--- src/rtl/egg_timer_ctrl.sv ---
// Egg timer controller. The user sets a BCD minutes:seconds value while
// idle, then counts it down at 1 Hz and raises an alarm for a fixed
// number of seconds when it reaches zero.
// Optional feature macro: EGG_TIMER_PAUSE_EN. When it is defined, stop
// during a countdown pauses it instead of clearing it.
module egg_timer_ctrl #(
  parameter int MAX_MIN    = 99,
  parameter int ALARM_SECS = 10
) (
  input  logic       clk_5MHz,
  input  logic       reset,
  input  logic       tick_1hz,
  input  logic       start_btn,
  input  logic       stop_btn,
  input  logic       min_up,
  input  logic       sec_up,
  output logic [3:0] min_tens,
  output logic [3:0] min_ones,
  output logic [3:0] sec_tens,
  output logic [3:0] sec_ones,
  output logic       running,
  output logic       alarm,
  output logic [2:0] state
);

  typedef enum logic [2:0] {
    IDLE  = 3'd0,
    RUN   = 3'd1,
    PAUSE = 3'd2,
    ALARM = 3'd3
  } state_t;

  localparam logic [3:0] MAX_T      = 4'(MAX_MIN / 10);
  localparam logic [3:0] MAX_O      = 4'(MAX_MIN % 10);
  localparam logic [7:0] ALARM_LAST = 8'(ALARM_SECS - 1);

  state_t      st;
  logic        tick_q;
  logic [7:0]  alarm_cnt;
  logic        tick_edge;
  logic [15:0] cur_time;
  logic        time_zero;
  logic        time_one;
  logic        any_btn;

  assign tick_edge = tick_1hz & ~tick_q;
  assign cur_time  = {min_tens, min_ones, sec_tens, sec_ones};
  assign time_zero = (cur_time == 16'h0000);
  assign time_one  = (cur_time == 16'h0001);
  assign any_btn   = start_btn | stop_btn | min_up | sec_up;
  assign state     = st;

  // Seconds setting: 00..59 then back to 00, never carries into minutes.
  function automatic logic [7:0] sec_inc(input logic [3:0] t, input logic [3:0] o);
    if (t == 4'd5 && o == 4'd9) sec_inc = 8'h00;
    else if (o == 4'd9)         sec_inc = {t + 4'd1, 4'd0};
    else                        sec_inc = {t, o + 4'd1};
  endfunction

  // Minutes setting: 00..MAX_MIN then back to 00.
  function automatic logic [7:0] min_inc(input logic [3:0] t, input logic [3:0] o);
    if (t == MAX_T && o == MAX_O) min_inc = 8'h00;
    else if (o == 4'd9)           min_inc = {t + 4'd1, 4'd0};
    else                          min_inc = {t, o + 4'd1};
  endfunction

  // One-second BCD countdown with borrow through all four digits;
  // only called with a non-zero time.
  function automatic logic [15:0] time_dec(input logic [15:0] v);
    logic [3:0] mt, mo, s_t, s_o;
    {mt, mo, s_t, s_o} = v;
    if (s_o != 4'd0) begin
      s_o = s_o - 4'd1;
    end else begin
      s_o = 4'd9;
      if (s_t != 4'd0) begin
        s_t = s_t - 4'd1;
      end else begin
        s_t = 4'd5;
        if (mo != 4'd0) begin
          mo = mo - 4'd1;
        end else begin
          mo = 4'd9;
          mt = mt - 4'd1;
        end
      end
    end
    time_dec = {mt, mo, s_t, s_o};
  endfunction

  // Control FSM with registered time digits and status outputs.
  always_ff @(posedge clk_5MHz or posedge reset) begin
    if (reset) begin
      st        <= IDLE;
      min_tens  <= 4'd0;
      min_ones  <= 4'd0;
      sec_tens  <= 4'd0;
      sec_ones  <= 4'd0;
      running   <= 1'b0;
      alarm     <= 1'b0;
      tick_q    <= 1'b0;
      alarm_cnt <= 8'd0;
    end else begin
      tick_q <= tick_1hz;
      case (st)
        IDLE: begin
          if (start_btn && !stop_btn && !time_zero) begin
            st      <= RUN;
            running <= 1'b1;
          end else begin
            if (sec_up) {sec_tens, sec_ones} <= sec_inc(sec_tens, sec_ones);
            if (min_up) {min_tens, min_ones} <= min_inc(min_tens, min_ones);
          end
        end
        RUN: begin
          if (stop_btn) begin
            running <= 1'b0;
`ifdef EGG_TIMER_PAUSE_EN
            st      <= PAUSE;
`else
            st      <= IDLE;
            {min_tens, min_ones, sec_tens, sec_ones} <= 16'h0000;
`endif
          end else if (tick_edge) begin
            if (time_one) begin
              {min_tens, min_ones, sec_tens, sec_ones} <= 16'h0000;
              st        <= ALARM;
              running   <= 1'b0;
              alarm     <= 1'b1;
              alarm_cnt <= 8'd0;
            end else begin
              {min_tens, min_ones, sec_tens, sec_ones} <= time_dec(cur_time);
            end
          end
        end
`ifdef EGG_TIMER_PAUSE_EN
        PAUSE: begin
          if (stop_btn) begin
            st <= IDLE;
            {min_tens, min_ones, sec_tens, sec_ones} <= 16'h0000;
          end else if (start_btn) begin
            st      <= RUN;
            running <= 1'b1;
          end
        end
`endif
        ALARM: begin
          if (any_btn || (tick_edge && alarm_cnt == ALARM_LAST)) begin
            st        <= IDLE;
            alarm     <= 1'b0;
            alarm_cnt <= 8'd0;
          end else if (tick_edge) begin
            alarm_cnt <= alarm_cnt + 8'd1;
          end
        end
        default: begin
          st        <= IDLE;
          running   <= 1'b0;
          alarm     <= 1'b0;
          alarm_cnt <= 8'd0;
          {min_tens, min_ones, sec_tens, sec_ones} <= 16'h0000;
        end
      endcase
    end
  end

endmodule

--- config.mk ---
export PLATFORM = sky130hd
export DESIGN_NAME = egg_timer_ctrl
export DESIGN_NICKNAME = d
export VERILOG_FILES = /design/src/rtl/egg_timer_ctrl.sv
export SDC_FILE = /design/constraint.sdc
export NUM_CORES = 1
export LEC_CHECK = 0
export ABC_CLOCK_PERIOD_IN_PS = 3700
export BUFFER_PORTS_ARGS = -buffer_cell sky130_fd_sc_hd__buf_4
export CORE_MARGIN = 1.5
export CORE_UTILIZATION = 45
export DETAILED_ROUTE_END_ITERATION = 10
export MAX_ROUTING_LAYER = met4
export PLACE_DENSITY = 0.72
export SYNTH_ARGS = -nofsm -noshare
export SYNTH_HDL_FRONTEND = slang
export SYNTH_SLANG_ARGS = --single-unit
--- constraint.sdc ---
create_clock -name clk_5MHz -period 3.7 [get_ports clk_5MHz]
set_clock_uncertainty 0.2 [all_clocks]
set_input_delay 0.74 -clock clk_5MHz [delete_from_list [all_inputs] [get_ports clk_5MHz]]
set_output_delay 0.74 -clock clk_5MHz [all_outputs]
set_load 0.005 [all_outputs]
==> reports/qor.txt <==
Iter 0 DRT Violations: 157
Drt wl/cell: 15.38 um
Most frequent cells in the layout: 29 x dfrtp_1, 29 x buf_4, 21 x o21ai_0
Nets: 302
Vias in the first global route: 1924
PortBufs: 26
Critical path fanouts, max: 11
Fmax: 315.1 MHz
CTS tree: done
Maximum Capacitance Violations: 0
Sw Share: 42.36%
Mean post-synth cell area: 8.821 sq um
Layout overhead on the synthesized area: 13.91%
Pins Over Slew Limit: 0
Setup crit start: sec_tens[1]$_DFFE_PP0P_
Worst EP arrival: 3.16 ns
Max_slew headroom: 49.69%
Total track usage: 21.74%
P per Cell Area: 641.1 nW/um^2
Worst R2R End: alarm_cnt[7]$_DFFE_PP0P_
Total power: 1.669 mW
Worst-path clk slew: 0.07 ns
Antenna cell count: 0
CTS Buf Count: 5
Post-route setup slack: 0.5266 ns
Start point of the worst hold path: alarm_cnt[7]$_DFFE_PP0P_
Drt drc: 0
Combinational power share: 46.8%
First drt pass iteration count: 4
Delay-heaviest family, CP: simple AND/OR/NAND/NOR gates
Pre-CTS WS: 0.5566 ns
Biggest cell delay along the critical path: 0.55 ns
Register bit total from synthesis: 29
CP Capture Type: register
Ordered cell list for the critical path: inv_1 > ha_1 > or3b_1 > nor4_1 > a21oi_1 > nand2b_1 > o31ai_1
TritonCTS Sinks: 29
Avg Vias per Cell: 5.986
Cell-internal power: 961.8 uW
RSZ-0062 raised after global routing: false
Post-cts sizing count: 0
Startpoint Class: register
Final setup fails: 0
Post-route insts no fill: 346
Post-route ant nets: 0
GRT Residual Overflow: 0
Root buf cell: clkbuf_8
Seq/Total Area, Yosys: 31.76%
Ys async rst share: 100.0%
Layout cell share with drive strength beyond 1: 19.71%
Worst Path Buf+Inv: 1
Hold Buf Count CTS: 0
Endpoints failing hold: 0
Deepest clock path buffer count: 2
End point of the critical path: alarm_cnt[7]$_DFFE_PP0P_
Site row count: 25
TNS Setup: 0 ns
Slew @ Worst Pin: 0.7547 ns
Largest net degree at the start of global routing: 30
Yosys top cell area share: 31.76%
First-pass GRT wire length: 9052 um
Flop2flop setup slack: 0.53 ns
Die area: 5514 sq um
Yosys warning count: 0
Ys flop type: dfrtp_1
Ranking of synthesized cells by area: dfrtp_1 32%, ha_1 8.8%, o21ai_0 4.6%, o31ai_1 4.6%, a21oi_1 3.5%
Final period utilization: 85.77%
DP Cell Count: 339
Number of flops mapped to enable cells by yosys: 0
Vias after detailed routing: 2071
FF-to-FF Start: sec_tens[1]$_DFFE_PP0P_
VDD IR max: 0.2437 mV
Status: completed
Final Wtd Congestion: 0.8804
Critical path type: register to register
FF-to-FF path depth: 7
Required @ worst endpoint: 3.69 ns
Die W: 74.26 um
Cell count along the critical path: 7
H-tree lvl count: 2
# IOs: 28
Die height: 74.26 um
Switching power: 706.8 uW
Clk pwr share: 19.1%
FILL cells: 459
Max stage delay cell, worst path: nor4_1
Leading area contributor after synthesis: dfrtp_1
Total Wirelength: 5322 um
Core area: 4817 sq um
Multi-input logic area: 1419 sq um
Tmin final: 3.173 ns
Clk_lat worst skew: 0.28 ns
Post-DP HPWL: 3739 um
Post-Syn Area: 2285 sq um
Cell variety after synth: 57
Sequential share of power: 34.1%
Register area: 725.7 sq um
LEAKAGE: 1.103 nW
Hold crit path type: register to register
Mapped Cells: 259
Net count after synthesis: 282
Starting density of the core: 47.43%
Setup Buffers After CTS: 0
Initial antenna violation count: 0
## synth_stat cells (2+ instances only)
cell	count
a21oi_1	16
a22oi_1	3
a31oi_1	2
a32o_1	2
and3_1	4
and3b_1	2
buf_6	3
clkbuf_1	11
dfrtp_1	29
ha_1	16
inv_1	14
mux2_2	3
mux2i_1	2
nand2_1	11
nand2b_1	7
nand3_1	10
nand3b_1	3
nor2_1	16
nor3_1	12
nor3b_1	4
nor4_1	2
nor4b_1	2
o21ai_0	21
o21bai_1	2
o22ai_1	2
o311a_1	3
o31a_1	2
o31ai_1	14
o41ai_4	2
or2_2	5
or3b_1	3
or3b_2	4
or4_1	3
## final cells by class
class	count	share of cell area, %
timing repair buffer	29	8.365
tap	67	3.221
inverter	14	2.019
clock inverter	2	1.346
clock buffer	5	2.644
multi-input combinational	200	54.52
sequential	29	27.88
## per-layer routing
metal	wire [um]	share of wire, %	global-route usage [%]
met1	2559	48	28.37
met2	2508	47	34.52
met3	218	4.1	4.065
met4	36	0.68	6.263
met5	0	0	-
## how the worst min path moves through the flow
| stage | endpoint | slack (ns) | cells past startpoint |
|---|---|---|---|
| finish | alarm_cnt[7]$_DFFE_PP0P_ | 0.30 | 1 |
| global route | alarm_cnt[7]$_DFFE_PP0P_ | 0.34 | 1 |
| CTS | alarm_cnt[7]$_DFFE_PP0P_ | 0.29 | 1 |
| detailed placement | alarm_cnt[7]$_DFFE_PP0P_ | 0.29 | 1 |
| global placement | alarm_cnt[7]$_DFFE_PP0P_ | 0.27 | 1 |
| floorplan | alarm_cnt[7]$_DFFE_PP0P_ | 0.24 | 1 |
## metrics by stage
stage          hold slack, ns  util [%]  area (sq um)
2_1_floorplan          0.2403         -          2285
3_3_place_gp           0.2711     51.87          2499
3_5_place_dp           0.2855     51.87          2499
4_1_cts                0.2946     54.03          2603
5_1_grt                0.3384     54.03          2603
6_report               0.2976     54.03          2603
## sequential cells by signal, summed over array words and instances, names as in the netlist
register   count
min_tens       4
alarm          1
min_ones       4
sec_tens       4
state          2
alarm_cnt      8
tick_q         1
running        1
sec_ones       4
## power by group through the flow
stage / logic, mW / clock network [mW] / registers, mW
global placement: 0.764 / 0 / 0.565
floorplan: 0.600 / 0 / 0.516
detailed placement: 0.772 / 0 / 0.572
finish: 0.782 / 0.318 / 0.569
global route: 0.878 / 0.338 / 0.593
CTS: 0.781 / 0.325 / 0.566
## logic make-up (layout without fill, tap and decap cells)
group	count (synthesis)	after routing	synth area share, %
other	1	1	0.1641
muxes	5	5	2.355
AOI/OAI and AO/OA	84	84	26.94
DFF	29	29	31.76
buffers and inverters	30	50	6.133
adders and majority gates	16	16	8.762
and+or+nand+nor	94	94	23.88
No activity file was read; power rests on OpenSTA's default activity.
